===== src/rtl/apb_i2c_seq.sv =====
// rtl/apb_i2c_seq.sv - APB master sequencer driving the APB-to-I2C bridge from a command interface
//
// Each accepted command writes CONFIG (0x8) and TIMEOUT (0xC). It then streams cmd_len
// words into the TX FIFO (0x0), or pops them from the RX FIFO (0x4), and finishes with a
// one-cycle done strobe that carries err.
//
// Ports
//   PCLK, PRESETn                 clock, asynchronous active-low reset
//   cmd_valid/cmd_ready           command handshake (cmd_rd, cmd_len, cmd_config, cmd_timeout)
//   wdata_valid/wdata_ready/wdata write words supplied by the host
//   rdata_valid/rdata             one-cycle strobe with each word read from the RX FIFO
//   done/err                      completion strobe; err 00 ok, 01 PSLVERR, 10 watchdog
//   PSEL..PSLVERR                 APB master port
//   INT_TX/INT_RX                 TX FIFO empty / RX FIFO empty flags from the bridge
module apb_i2c_seq #(
   parameter int LEN_W    = 8,
   parameter int WAIT_MAX = 255
) (
   input  logic             PCLK,
   input  logic             PRESETn,
   input  logic             cmd_valid,
   output logic             cmd_ready,
   input  logic             cmd_rd,
   input  logic [LEN_W-1:0] cmd_len,
   input  logic [13:0]      cmd_config,
   input  logic [13:0]      cmd_timeout,
   input  logic             wdata_valid,
   output logic             wdata_ready,
   input  logic [31:0]      wdata,
   output logic             rdata_valid,
   output logic [31:0]      rdata,
   output logic             done,
   output logic [1:0]       err,
   output logic             PSEL,
   output logic             PENABLE,
   output logic             PWRITE,
   output logic [31:0]      PADDR,
   output logic [31:0]      PWDATA,
   input  logic [31:0]      PRDATA,
   input  logic             PREADY,
   input  logic             PSLVERR,
   input  logic             INT_TX,
   input  logic             INT_RX
);

   localparam int WD_W = $clog2(WAIT_MAX + 1);

   typedef enum logic [3:0] {
      IDLE, CFG_S, CFG_A, TMO_S, TMO_A, W_WAIT, W_S, W_A,
      R_WAIT, R_S, R_A, DRAIN, FIN
   } state_t;

   state_t           state_q, state_d;
   logic [LEN_W-1:0] cnt_q, cnt_d;
   logic [WD_W-1:0]  wd_q, wd_d;
   logic             rd_q, rd_d;
   logic [13:0]      tmo_q, tmo_d;
   logic [31:0]      paddr_q, paddr_d;
   logic [31:0]      pwdata_q, pwdata_d;
   logic             pwrite_q, pwrite_d;
   logic [31:0]      rdata_q, rdata_d;
   logic             rdata_valid_q, rdata_valid_d;
   logic [1:0]       err_q, err_d;

   logic             is_acc, is_setup, wd_hit, watched;
   logic [LEN_W-1:0] cnt_dec;

   assign is_acc   = (state_q == CFG_A) || (state_q == TMO_A) || (state_q == W_A) || (state_q == R_A);
   assign is_setup = (state_q == CFG_S) || (state_q == TMO_S) || (state_q == W_S) || (state_q == R_S);
   // Trips on the WAIT_MAX-th watched cycle, so the wait lasts exactly WAIT_MAX cycles.
   assign wd_hit   = (wd_q == WD_W'(WAIT_MAX - 1));
   assign cnt_dec  = cnt_q - LEN_W'(1);

   always_comb begin
      state_d       = state_q;
      cnt_d         = cnt_q;
      rd_d          = rd_q;
      tmo_d         = tmo_q;
      paddr_d       = paddr_q;
      pwdata_d      = pwdata_q;
      pwrite_d      = pwrite_q;
      rdata_d       = rdata_q;
      rdata_valid_d = 1'b0;
      err_d         = err_q;
      watched       = 1'b0;

      // Common access-phase exits. A slave error can only be seen with PREADY=1, which
      // never counts as a watched cycle, so PSLVERR always wins over the watchdog.
      if (is_acc) begin
         if (PREADY && PSLVERR) begin
            err_d   = 2'b01;
            state_d = FIN;
         end else if (!PREADY) begin
            watched = 1'b1;
            if (wd_hit) begin
               err_d   = 2'b10;
               state_d = FIN;
            end
         end
      end

      case (state_q)
         IDLE: begin
            if (cmd_valid) begin
               rd_d     = cmd_rd;
               tmo_d    = cmd_timeout;
               cnt_d    = cmd_len;
               err_d    = 2'b00;
               paddr_d  = 32'd8;
               pwrite_d = 1'b1;
               pwdata_d = {18'b0, cmd_config};
               state_d  = CFG_S;
            end
         end
         CFG_S: state_d = CFG_A;
         TMO_S: state_d = TMO_A;
         W_S:   state_d = W_A;
         R_S:   state_d = R_A;
         CFG_A: begin
            if (PREADY && !PSLVERR) begin
               paddr_d  = 32'd12;
               pwrite_d = 1'b1;
               pwdata_d = {18'b0, tmo_q};
               state_d  = TMO_S;
            end
         end
         TMO_A: begin
            if (PREADY && !PSLVERR) begin
               if (cnt_q == '0)  state_d = FIN;
               else if (rd_q)    state_d = R_WAIT;
               else              state_d = W_WAIT;
            end
         end
         W_WAIT: begin
            if (wdata_valid) begin
               pwdata_d = wdata;
               paddr_d  = 32'd0;
               pwrite_d = 1'b1;
               state_d  = W_S;
            end
         end
         W_A: begin
            if (PREADY && !PSLVERR) begin
               cnt_d   = cnt_dec;
               state_d = (cnt_dec != '0) ? W_WAIT : DRAIN;
            end
         end
         R_WAIT: begin
            if (!INT_RX) begin
               paddr_d  = 32'd4;
               pwrite_d = 1'b0;
               state_d  = R_S;
            end else begin
               watched = 1'b1;
               if (wd_hit) begin
                  err_d   = 2'b10;
                  state_d = FIN;
               end
            end
         end
         R_A: begin
            if (PREADY && !PSLVERR) begin
               rdata_d       = PRDATA;
               rdata_valid_d = 1'b1;
               cnt_d         = cnt_dec;
               state_d       = (cnt_dec != '0) ? R_WAIT : FIN;
            end
         end
         DRAIN: begin
            if (INT_TX) begin
               state_d = FIN;
            end else begin
               watched = 1'b1;
               if (wd_hit) begin
                  err_d   = 2'b10;
                  state_d = FIN;
               end
            end
         end
         FIN:     state_d = IDLE;
         default: state_d = IDLE;
      endcase

      // The watchdog restarts on every state change, including W_A -> W_WAIT -> W_S.
      if (state_d != state_q)  wd_d = '0;
      else if (watched)        wd_d = wd_q + WD_W'(1);
      else                     wd_d = wd_q;
   end

   always_ff @(posedge PCLK or negedge PRESETn) begin
      if (!PRESETn) begin
         state_q       <= IDLE;
         cnt_q         <= '0;
         wd_q          <= '0;
         rd_q          <= 1'b0;
         tmo_q         <= '0;
         paddr_q       <= '0;
         pwdata_q      <= '0;
         pwrite_q      <= 1'b0;
         rdata_q       <= '0;
         rdata_valid_q <= 1'b0;
         err_q         <= 2'b00;
      end else begin
         state_q       <= state_d;
         cnt_q         <= cnt_d;
         wd_q          <= wd_d;
         rd_q          <= rd_d;
         tmo_q         <= tmo_d;
         paddr_q       <= paddr_d;
         pwdata_q      <= pwdata_d;
         pwrite_q      <= pwrite_d;
         rdata_q       <= rdata_d;
         rdata_valid_q <= rdata_valid_d;
         err_q         <= err_d;
      end
   end

   // Select/enable come straight from the state, so reset drops them without a clock.
   assign PSEL        = is_acc || is_setup;
   assign PENABLE     = is_acc;
   assign PWRITE      = pwrite_q;
   assign PADDR       = paddr_q;
   assign PWDATA      = pwdata_q;
   assign cmd_ready   = (state_q == IDLE);
   assign wdata_ready = (state_q == W_WAIT);
   assign done        = (state_q == FIN);
   assign err         = err_q;
   assign rdata       = rdata_q;
   assign rdata_valid = rdata_valid_q;

endmodule


===== config.mk =====
export PLATFORM = sky130hd
export DESIGN_NAME = apb_i2c_seq
export DESIGN_NICKNAME = d
export VERILOG_FILES = /design/src/rtl/apb_i2c_seq.sv
export SDC_FILE = /design/constraint.sdc
export NUM_CORES = 1
export LEC_CHECK = 0
export CAP_MARGIN = 40
export CORE_MARGIN = 3
export CORE_UTILIZATION = 45
export CTS_BUF_LIST = sky130_fd_sc_hd__clkbuf_4 sky130_fd_sc_hd__clkbuf_8
export DETAILED_ROUTE_END_ITERATION = 10
export PLACE_DENSITY = 0.82
export SYNTH_ARGS = -nofsm -noshare
export SYNTH_HDL_FRONTEND = slang
export SYNTH_SLANG_ARGS = --single-unit

===== constraint.sdc =====
create_clock -name PCLK -period 3.1 [get_ports PCLK]
set_clock_uncertainty 0.1 [all_clocks]
set_input_delay 0.62 -clock PCLK [delete_from_list [all_inputs] [get_ports PCLK]]
set_output_delay 0.62 -clock PCLK [all_outputs]
set_load 0.005 [all_outputs]

After elaboration in Yosys (flattened, before gate mapping). Index checks and enable logic that the tools add are counted. Widths: inputs -> output; s select.

$add $sub $neg: 2. Equality and inequality tests: 19. Muxes and demuxes: 54. Reductions and logical operators: 23.

Operators with widths (count): $mux 32 (7); $pmux 32 s4 (1); $pmux 32 s3 (1); $mux 4 (16); $pmux 4 s12 (1); $mux 8 (4); $eq 4x4->1 const B (5); $eq 4x3->1 const B (4); $mux 2 (8); $pmux 8 s2 (1); $mux 1 (11); $add 8x1->8 const B (1); $eq 4x2->1 const B (2); $eq 8x8->1 const B (1); $logic_not 8->1 (1); $reduce_bool 8->1 (1); $sub 8x1->8 const B (1); $logic_or 1x1->1 (7); $ne 2x2->1 const B (3); $pmux 2 s3 (1); $reduce_and 5->1 (1); $eq 4x1->1 const B (1); $logic_not 4->1 (1); $ne 2x1->1 const B (2); 13 further kinds (16).

Bits in registers: 135. Output and inout bits: 105. Logic and storage cells: 109.

Longest topological paths before layout.
Depth in word-level cells: 10. Depth in mapped cells: 9.

Least setup slack after synthesis. No wires, ideal clock.

Kind: register to register. Start: register cnt_q[0]. End: register wd_q[0]. Arrival time: 2.326 ns. Path slack: 0.588 ns. Stages on the path, launching flop included: 9. Path buffers: 0. Clock period less this slack: 2.512 ns. Cells stage by stage: dfrtp_1 -> inv_1 -> ha_1 -> or3b_4 -> or4_4 -> and3_4 -> a221oi_4 -> a211oi_4 -> nor3_1.

Longest elaborated chain between the ends: 7. Elaborated cells on any way between the ends: 13.

RTL lines: start: declaration (RTL line 54) `logic [LEN_W-1:0] cnt_q, cnt_d;`; start signal: assignment (RTL line 205) `cnt_q <= cnt_d;`; $sub 8x1->8 (RTL line 72) `assign cnt_dec = cnt_q - LEN_W'(1);`; $reduce_bool 8->1 (RTL line 145, 166); $mux 4 / $mux 3 (equally long branches) (RTL line 145, 166); $mux 4 (on tied branches) (RTL line 143, 162); $pmux 4 s12 * (RTL line 102) `case (state_q)`; $ne 4x4->1 * (RTL line 185) `if (state_d != state_q) wd_d = '0;`; $mux 8 / $reduce_bool 2->1 (equally long branches); end signal: assignment (RTL line 206) `wd_q <= wd_d;`; end: declaration (RTL line 55) `logic [WD_W-1:0] wd_q, wd_d;`.

Mark *: on every way between the ends. The rest lies on a longest branch, timed or not. A chain may end at the register's enable or synchronous reset.

Final worst setup path.
Start: register state_q[0]. End: output port PENABLE.

Longest elaborated chain between the ends: 4. Elaborated cells on any way between the ends: 7.

RTL lines: start: declaration (RTL line 53) `state_t state_q, state_d;`; start signal: assignment (RTL line 204) `state_q <= state_d;`; $eq 4x2->1 / $eq 4x3->1 (equally long branches) (RTL line 68) `assign is_acc = (state_q == CFG_A) || (state_q == TMO_A) || (state_q == W_A) || (state_q == R_A);`; $logic_or 1x1->1 (2 in a row) (RTL line 68); $logic_or 1x1->1 * (RTL line 68); end: declaration (RTL line 35) `output logic PENABLE,`.

Marked as above.

==> metrics <==
final worst-path cycle share 97.2%; pin count of the biggest net entering global routing 58; Worst EP arrival 2.29 ns; Finish-stage setup viols 0; drt drc 0; Core Area about 12000 um^2; Leakage 3.34 nW; initial antenna violation count 0; Slew headroom 52.2%; Die Height about 120 um; max_cap viols 0; status complete, no violations; worst min path class primary input to async pin; drt via density 5.47; Gate Count Post-Synth ~540; dpl cell area 7330 um^2; Fin Setup TNS 0 ns; YS warnings 0; Post-Route M1 WL 6300 um; Top FF cell, synth dfrtp_1; clock period minus worst slack between 3 and 4 ns; met2 WL post-DR 7480 um; DP HPWL 11400 um; count of final hold-check violations 0; vias approximately 4700; initial drt markers 501; Top Layer Used met4; first drt pass iteration count 4; I/O Pins 214; die width 116 um; Power Density 827 nW/um^2; sequential fraction of the synthesis area 48.4%; Power, Total around 6.3 mW; first-pass GRT wire length 23600 um; Area Growth Syn to Fin 39.8%; Critical Path RT 2.38 ns; CP startpoint state_q[0]; kind of start point of the critical path register; maximum VDD drop 566 uV; WL met3 between 1000 and 1500 um; fmax 0.332 GHz; Yosys reg bits roughly 110; total wire length 15200 um; Slew Viols, Final 0; Placement Setup Slack 0.276 ns; nets 834; gr ovfl total 0; final setup margin 0.0870 ns; row count 39; Initial Utilization 46.7%; synth unique cells 66; Post-synth EDFFs 0; Final Non-Filler Cells 868; Setup CP Type register to primary output; CTS tree yes; Reg clk slew, reported paths approximately 0.10 ns; CP Capture Type primary output; Total GRT Usage 22.5%; r2r startpoint cnt_q[0]; Synth async-reset ratio 100%; fraction of layout cells with a size suffix above 1 between 10 and 15%; maximum clock path buffer count 2; number of diodes 0; RSZ-0062 raised after global routing no; placed insts between 800 and 900; cell area after layout 7580 um^2; Port Buffers between 150 and 200; total CTS buffers 9; RePlAce Congestion between 0.8 and 0.9; vias in the first global route 4658; clk root buf clkbuf_8; H-tree Lvls 3; Post-DRT Antenna Nets 0; cts-stage hold buffer count 0; Clock Sinks about 110; worst skew pair latency a little under 0.4 ns; CP Max Fanout 14; WL per Instance 17.5 um; syn_area_per_cell roughly 10 um^2; Netlist Area Pre-Place 5430 um^2; die area 13400 um^2; worst slew pin tran 0.717 ns
-- placed cells by master, fill, tap and decap left out, drive strengths merged, types with 5 or more instances in the layout --
master           n
clkdlybuf4s50  182
dfrtp          105
nand2           61
mux2            47
nor2            41
conb            30
nand3           26
buf             22
a21oi           20
o21ai           19
a31oi           18
a22oi           17
inv             15
nor3            13
nand2b          10
clkbuf          10
and3             6
o22ai            5
nor2b            5
xnor2            5
ha               5
-- path summary, 6_finish.rpt --
check,slack (ns),to,cells past startpoint
setup / recovery,0.09,PENABLE,5
hold / removal,0.16,cnt_q[7],1
setup reg to reg,0.23,wd_q[1],8
hold reg to reg,0.38,PWDATA[31],2
max in group asynchronous,1.98,PWDATA[31],2
min in group PCLK,0.38,PWDATA[31],2
-- per-layer routing --
metal | GRT usage [%] | vias to the layer above
met1 | 28.3 | 2315
met3 | 6.53 | 19
li1 | - | 2210
met5 | 0 | -
met4 | 6.73 | 0
met2 | 37.9 | 205
-- flip-flops by register name (all words and copies together) (netlist names) --
signal	flops
rd_q	1
cnt_q	8
rdata_valid	1
PADDR	2
PWRITE	1
wd_q	8
tmo_q	14
err	2
PWDATA	32
state_q	4
rdata	32
-- power breakdown --
| part | total (mW) | internal (mW) | switching (mW) | leakage (nW) |
|---|---|---|---|---|
| registers | 2.21 | 1.87 | 0.339 | 1.34 |
| clock network | 1.00 | 0.488 | 0.514 | 0.120 |
| logic | 3.05 | 1.57 | 1.49 | 1.88 |
| total | 6.27 | 3.93 | 2.34 | 3.34 |
-- Yosys cell counts (all sizes together), types with 2 or more instances --
library cell  number  area, um^2
a311oi             2        17.5
dfrtp            105        2630
or3b               3        28.8
o22ai              5        31.3
a22oi             17         128
and4               3        26.3
a31oi             18         113
nor3              13        65.1
nor4b              2        17.5
or4                2        18.8
xnor2              5        43.8
mux2              47         529
a21boi             3        22.5
a22o               2        17.5
nor3b              2        15.0
clkbuf            15        78.8
nor4               2        12.5
nand3             26         130
a211oi             3        35.0
buf               45         313
xor2               3        26.3
o2111ai            4        35.0
nand4              2        12.5
ha                 5        62.6
a21oi             20         111
and2               3        18.8
inv               13        48.8
nor2b              5        31.3
nor2              41         154
or3                2        12.5
o21ai             19        95.1
nand2             61         229
o211ai             2        15.0
o31ai              3        36.3
nand2b            10        62.6
and3               6        42.5
-- cell families (layout without fill, tap and decap cells) --
logic type | Yosys count | count (layout) | share of synthesized area, %
muxes | 47 | 47 | 9.76
xor gates and xnor gates | 8 | 8 | 1.29
AOI/OAI and AO/OA | 108 | 108 | 14.1
buffers and inverters | 73 | 233 | 8.12
DFF | 105 | 105 | 48.4
and+or+nand+nor | 189 | 189 | 17.1
adders and majority gates | 5 | 5 | 1.15
other | 1 | 30 | 0.0691
-- stage by stage --
stage | util [%] | hold slack, ns
2_1_floorplan | - | 0.224
3_3_place_gp | 63.1 | 0.349
3_5_place_dp | 63.1 | 0.357
4_1_cts | 65.2 | 0.156
5_1_grt | 65.3 | 0.166
6_report | 65.3 | 0.155
-- critical path, cell delays in order, from the launching register on --
cell and delay [ns]:
dfrtp_1 0.42, buf_4 0.19, or3b_2 0.52, and3_4 0.21, inv_1 0.05, clkdlybuf4s50_1 0.50
-- cell type report --
class,instances,area [um^2]
clock inverters,6,98.8
repair buffers,204,2010
well taps,143,179
flip-flops and latches,105,2630
clock buffers,10,138
multi-input cells,387,2480
inverters,13,48.8
fillers,914,4030
-- timing repair --
item                       CTS  global route
setup buffers                0             1
setup endpoints to repair    1             1
resized for setup            1             1
Power figures use the tool's default switching activity.
